**src/rtl/key_seq_capture.sv**
```systemverilog
// Purpose: synchronize/debounce two active-low keys and assemble four SW digits into a held sequence.
// Latency: enter/clear act P_DEBOUNCE_CYCLES+3 edges after the first edge that samples the key low.
// Backpressure: a full sequence is held (later enters dropped) until SEQ_ACK; clear aborts at any time.
//
// Ports:
//   CLOCK_50, RESET          clock and asynchronous active-high reset
//   KEY_ENTER_N, KEY_CLEAR_N raw active-low pushbuttons, asynchronous to CLOCK_50
//   SW                       digit value captured on each accepted enter press
//   SEQ_ACK                  one-cycle consumer acknowledge, honoured only when full
//   SEQ, SEQ_COUNT           captured digits (first entered in the top nibble) and digit count
//   SEQ_VALID, ENTER_PULSE   full-sequence flag and one-cycle strobe per accepted digit

// Purpose: 2-flop synchronizer plus debouncer for one active-low key; emits a press strobe.
// Latency: press strobe registered on the edge the stable level falls (P_DEBOUNCE_CYCLES+2).
// Backpressure: none; a held key yields one strobe, releases yield nothing.
module key_debounce #(
    parameter int P_DEBOUNCE_CYCLES = 1000000
) (
    input  logic clk,
    input  logic rst,
    input  logic key_n,
    output logic press
);
    localparam int CW = (P_DEBOUNCE_CYCLES > 1) ? $clog2(P_DEBOUNCE_CYCLES) : 1;
    localparam logic [CW-1:0] CNT_LAST = CW'(P_DEBOUNCE_CYCLES - 1);

    logic [1:0]    sync_q, sync_d;
    logic          stable_q, stable_d;
    logic [CW-1:0] cnt_q, cnt_d;
    logic          press_q, press_d;

    always_comb begin
        sync_d   = {sync_q[0], key_n};
        stable_d = stable_q;
        cnt_d    = '0;
        press_d  = 1'b0;
        // Counter only runs while the synchronized level disagrees with the
        // stable one; any bounce back to agreement clears it via the default.
        if (sync_q[1] != stable_q) begin
            if (cnt_q == CNT_LAST) begin
                stable_d = sync_q[1];
                press_d  = ~sync_q[1];
            end else begin
                cnt_d = cnt_q + 1'b1;
            end
        end
    end

    always_ff @(posedge clk or posedge rst) begin
        if (rst) begin
            sync_q   <= 2'b11;
            stable_q <= 1'b1;
            cnt_q    <= '0;
            press_q  <= 1'b0;
        end else begin
            sync_q   <= sync_d;
            stable_q <= stable_d;
            cnt_q    <= cnt_d;
            press_q  <= press_d;
        end
    end

    assign press = press_q;
endmodule

module key_seq_capture #(
    parameter int P_DEBOUNCE_CYCLES = 1000000,
    parameter int P_DIGITS          = 4,
    parameter int P_DW              = 4
) (
    input  logic                     CLOCK_50,
    input  logic                     RESET,
    input  logic                     KEY_ENTER_N,
    input  logic                     KEY_CLEAR_N,
    input  logic [P_DW-1:0]          SW,
    input  logic                     SEQ_ACK,
    output logic [P_DIGITS*P_DW-1:0] SEQ,
    output logic [2:0]               SEQ_COUNT,
    output logic                     SEQ_VALID,
    output logic                     ENTER_PULSE
);
    localparam int SW_TOT = P_DIGITS * P_DW;
    localparam logic [2:0] CNT_LAST = 3'(P_DIGITS - 1);

    typedef enum logic [1:0] {
        ST_EMPTY   = 2'd0,
        ST_COLLECT = 2'd1,
        ST_FULL    = 2'd2
    } state_t;

    logic enter_press;
    logic clear_press;

    state_t            state_q, state_d;
    logic [SW_TOT-1:0] seq_q, seq_d;
    logic [2:0]        count_q, count_d;
    logic              valid_q, valid_d;
    logic              pulse_q, pulse_d;

    key_debounce #(.P_DEBOUNCE_CYCLES(P_DEBOUNCE_CYCLES)) u_enter (
        .clk   (CLOCK_50),
        .rst   (RESET),
        .key_n (KEY_ENTER_N),
        .press (enter_press)
    );

    key_debounce #(.P_DEBOUNCE_CYCLES(P_DEBOUNCE_CYCLES)) u_clear (
        .clk   (CLOCK_50),
        .rst   (RESET),
        .key_n (KEY_CLEAR_N),
        .press (clear_press)
    );

    always_comb begin
        state_d = state_q;
        seq_d   = seq_q;
        count_d = count_q;
        valid_d = valid_q;
        pulse_d = 1'b0;
        // Clear has priority over everything, including a same-cycle enter or ack.
        if (clear_press) begin
            state_d = ST_EMPTY;
            seq_d   = '0;
            count_d = '0;
            valid_d = 1'b0;
        end else begin
            unique case (state_q)
                ST_EMPTY, ST_COLLECT: begin
                    if (enter_press) begin
                        seq_d   = {seq_q[SW_TOT-P_DW-1:0], SW};
                        count_d = count_q + 3'd1;
                        pulse_d = 1'b1;
                        if (count_q == CNT_LAST) begin
                            state_d = ST_FULL;
                            valid_d = 1'b1;
                        end else begin
                            state_d = ST_COLLECT;
                        end
                    end
                end
                ST_FULL: begin
                    // Enter presses are dropped while full, even alongside an ack.
                    if (SEQ_ACK) begin
                        state_d = ST_EMPTY;
                        seq_d   = '0;
                        count_d = '0;
                        valid_d = 1'b0;
                    end
                end
                default: begin
                    state_d = ST_EMPTY;
                    seq_d   = '0;
                    count_d = '0;
                    valid_d = 1'b0;
                end
            endcase
        end
    end

    always_ff @(posedge CLOCK_50 or posedge RESET) begin
        if (RESET) begin
            state_q <= ST_EMPTY;
            seq_q   <= '0;
            count_q <= '0;
            valid_q <= 1'b0;
            pulse_q <= 1'b0;
        end else begin
            state_q <= state_d;
            seq_q   <= seq_d;
            count_q <= count_d;
            valid_q <= valid_d;
            pulse_q <= pulse_d;
        end
    end

    assign SEQ         = seq_q;
    assign SEQ_COUNT   = count_q;
    assign SEQ_VALID   = valid_q;
    assign ENTER_PULSE = pulse_q;
endmodule

```
**config.mk**
```make
export PLATFORM = sky130hd
export DESIGN_NAME = key_seq_capture
export DESIGN_NICKNAME = d
export VERILOG_FILES = /design/src/rtl/key_seq_capture.sv
export SDC_FILE = /design/constraint.sdc
export NUM_CORES = 1
export LEC_CHECK = 0
export ABC_CLOCK_PERIOD_IN_PS = 3200
export CAP_MARGIN = 25
export CELL_PAD_IN_SITES_DETAIL_PLACEMENT = 0
export CELL_PAD_IN_SITES_GLOBAL_PLACEMENT = 2
export CORE_MARGIN = 2
export CORE_UTILIZATION = 40
export CTS_CLUSTER_DIAMETER = 30
export CTS_CLUSTER_SIZE = 14
export DETAILED_ROUTE_END_ITERATION = 8
export PLACE_DENSITY_LB_ADDON = 0.1
export SLEW_MARGIN = 20
export SYNTH_ARGS = -nofsm -noshare
export SYNTH_HDL_FRONTEND = slang
export SYNTH_HIERARCHICAL = 1
export SYNTH_SLANG_ARGS = --single-unit
```
**constraint.sdc**
```tcl
create_clock -name CLOCK_50 -period 3.2 [get_ports CLOCK_50]
set_input_delay 0.64 -clock CLOCK_50 [delete_from_list [all_inputs] [get_ports CLOCK_50]]
set_output_delay 0.64 -clock CLOCK_50 [all_outputs]
set_load 0.02 [all_outputs]
```
==> impl_metrics.json <==
{
  "ys_ff_latch": 71,
  "p_sw_share_pct": 21.3,
  "ir_drop_mv": 0.195,
  "period_share_pct": 63.3,
  "timing.rr.end": "u_clear/press",
  "antenna-diode-count": 0,
  "final_core_util_pct": 49.0,
  "hold_path.class": "flip-flop to flip-flop",
  "finalHoldViolations": 0,
  "rsz0062_at_grt": "false",
  "critPathMaxStageDelay_ns": 0.63,
  "clock_latency_ns": 0.34,
  "path_cells": "clkdlybuf4s50_1",
  "fmax_ghz": 0.494,
  "antenna_found_initial": 0,
  "die-area_um2": 9620,
  "numCtsBuffers": 9,
  "start_kind": "flip-flop",
  "hold_slack_ns": 0.357,
  "cts.clk_slew.worst_paths_ns": 0.08,
  "p_int_mw": 1.66,
  "setup_viol": 0,
  "final_common_cell": "dfrtp_1",
  "io-pin-count": 30,
  "worstHoldStart": "u_enter/sync_q[0]",
  "drc": 0,
  "layout.cells.non_filler": 468,
  "rows": 34,
  "async_flop_share_pct": 100,
  "drt_wl_total_um": 7340,
  "synth.cell_area_um2": 3540,
  "dieHeight_um": 98.1,
  "cts_tree": "yes",
  "grt_pass1_wl_um": 13000,
  "skew_ns": 0.0120,
  "synth_edf_count": 0,
  "layout_common_cells": "65 x dfrtp_1, 33 x nor2_1, 29 x clkdlybuf4s50_1",
  "whs_path_depth": 0,
  "comb_power_share_pct": 8.5,
  "finalMaxSlewViolations": 0,
  "via_per_inst": 5.48,
  "path_class": "flip-flop to primary output",
  "globalRouteOverflowTotal": 0,
  "netlist-cell-type-count": 52,
  "vias": 2565,
  "min_period_ns": 2.02,
  "p_sw_mw": 0.447,
  "r2r_slack_ns": 1.24,
  "crit_required_ns": 2.56,
  "avgSynthCellArea_um2": 11.0,
  "cts_root_buf": "clkbuf_8",
  "grt_pass1_vias": 2563,
  "multi_input_area_um2": 1640,
  "min_to": "u_enter/sync_q[1]",
  "crit_arrival_ns": 1.38,
  "leakagePower_nw": 1.70,
  "final_nets": 368,
  "port_buffers": 29,
  "reg2reg_from": "u_clear/cnt_q[8]",
  "finalPower_mw": 2.10,
  "endpoint_kind": "primary output",
  "fp.coreArea_um2": 8640,
  "cts_resized": 0,
  "ys_warn_count": 6,
  "p_clk_share_pct": 46.1,
  "synth_flop_cell": "dfrtp_1",
  "nFillCells": 812,
  "initial_core_util_pct": 41.0,
  "worst_pin_slew_ns": 0.937,
  "worstRegToRegCells": 4,
  "area_growth_pct": 19.5,
  "cts.sinks": 71,
  "cts_setup_buffers": 0,
  "first_pass_iters": 4,
  "die_w_um": 98.1,
  "drt_iter0_markers": 163,
  "dpl.hpwl_um": 4800,
  "worstPathMaxFanout": 4,
  "ys_seq_area_share_pct": 50.4,
  "ant_nets": 0,
  "syn_nets": 336,
  "maxCapViolations": 0,
  "grt_usage_pct": 16.7,
  "crit_family": "buffers and inverters",
  "place_ws_ns": 0.987,
  "slew_headroom_pct": 37.5,
  "placed_cells": 450,
  "cp_num_buf_inv": 1,
  "regArea_um2": 1780,
  "outcome": "completed",
  "layout_setup_ws_ns": 1.18,
  "design_area_um2": 4230,
  "worst_path_max_delay_cell": "clkdlybuf4s50_1",
  "placed_area_um2": 3920,
  "grt_max_degree": 37,
  "gp_congestion": 0.745,
  "postCtsHoldBufs": 0,
  "tns_ns": 0,
  "powerDensity_nw_per_um2": 497,
  "wl_per_cell_um": 15.7,
  "htreeDepth": 3,
  "synthCells": 323,
  "layout-drive-gt1-share_pct": 13.3,
  "pwr-share-seq_pct": 45.4,
  "ctsLongestPathBuffers": 2
}
routing by layer:
layer  share of wire [%]  vias up  track usage, %  wire [um]
li1                    -     1252               -          -
met2                  45       44            24.6       3280
met1                  51     1263            24.3       3740
met3                 3.4        6            3.22        246
met5                   0        -               0          0
met4                 1.1        0            6.41         78
how the worst max path moves through the flow:
stage | from | slack, ns | end | cells after the start
after floorplan | u_clear/cnt_q[10] | 1.44 | u_clear/stable_q | 4
after global placement | SEQ_ACK | 0.99 | SEQ_COUNT[0] | 3
after detailed placement | SEQ_ACK | 0.99 | SEQ[0] | 3
after CTS | SEQ_COUNT[0] | 1.15 | SEQ_COUNT[0] | 1
after global routing | u_enter/cnt_q[0] | 1.02 | u_enter/cnt_q[18] | 5
final | SEQ_COUNT[0] | 1.18 | SEQ_COUNT[0] | 1
synthesized netlist by cell type (all sizes together), types with 6 or more instances:
library cell | instances | area share, %
dfrtp | 65 | 46
nor2 | 33 | 3.5
nand2b | 15 | 2.6
xnor2 | 15 | 3.7
inv | 13 | 1.4
nand2 | 13 | 1.4
nand3 | 13 | 2.1
xor2 | 13 | 3.2
a21oi | 12 | 1.7
or4b | 12 | 3.4
o221ai | 10 | 2.5
or4 | 9 | 2.0
mux2i | 8 | 2.3
nand4 | 8 | 1.9
buf | 7 | 1.2
o31ai | 7 | 1.5
clkbuf | 6 | 0.64
dfstp | 6 | 4.5
or3 | 6 | 1.2
worst register-to-register path, delay by kind of cell, from the launching register on:
kind,cells,cell delay (ns)
flip-flops,1,0.46
AND/OR/NAND/NOR,4,1.37
cell type report:
class,instances,share of cell area (%)
well taps,108,3.19
repair buffers,34,8.10
clock inverters,5,3.02
inverters,13,1.15
flip-flops and latches,71,42.2
clock buffers,11,3.58
multi-input cells,226,38.8
sequential cells by signal, indices dropped and copies added, names as in the netlist, 2 cells and up:
| signal | count |
|---|---|
| SEQ | 16 |
| u_clear/cnt_q | 20 |
| SEQ_COUNT | 3 |
| u_enter/sync_q | 2 |
| u_enter/cnt_q | 20 |
| state_q | 2 |
| u_clear/sync_q | 2 |
kinds of logic after synthesis:
logic type	Yosys count	synth area share (%)
adders and majority gates	4	1.41
and+or+nand+nor	138	24.4
buffers and inverters	26	3.25
muxes	10	3.00
DFF	71	50.4
xor gates and xnor gates	28	6.92
AOI/OAI and AO/OA	46	10.6
power groups by stage:
stage	combinational [mW]	clock, mW	sequential [mW]
floorplan	0.0761	0	0.993
detailed placement	0.177	0	0.973
finish	0.178	0.970	0.955
global placement	0.174	0	0.972
global route	0.196	1.05	0.960
CTS	0.178	1.00	0.955
No activity file was read; power rests on OpenSTA's default activity.
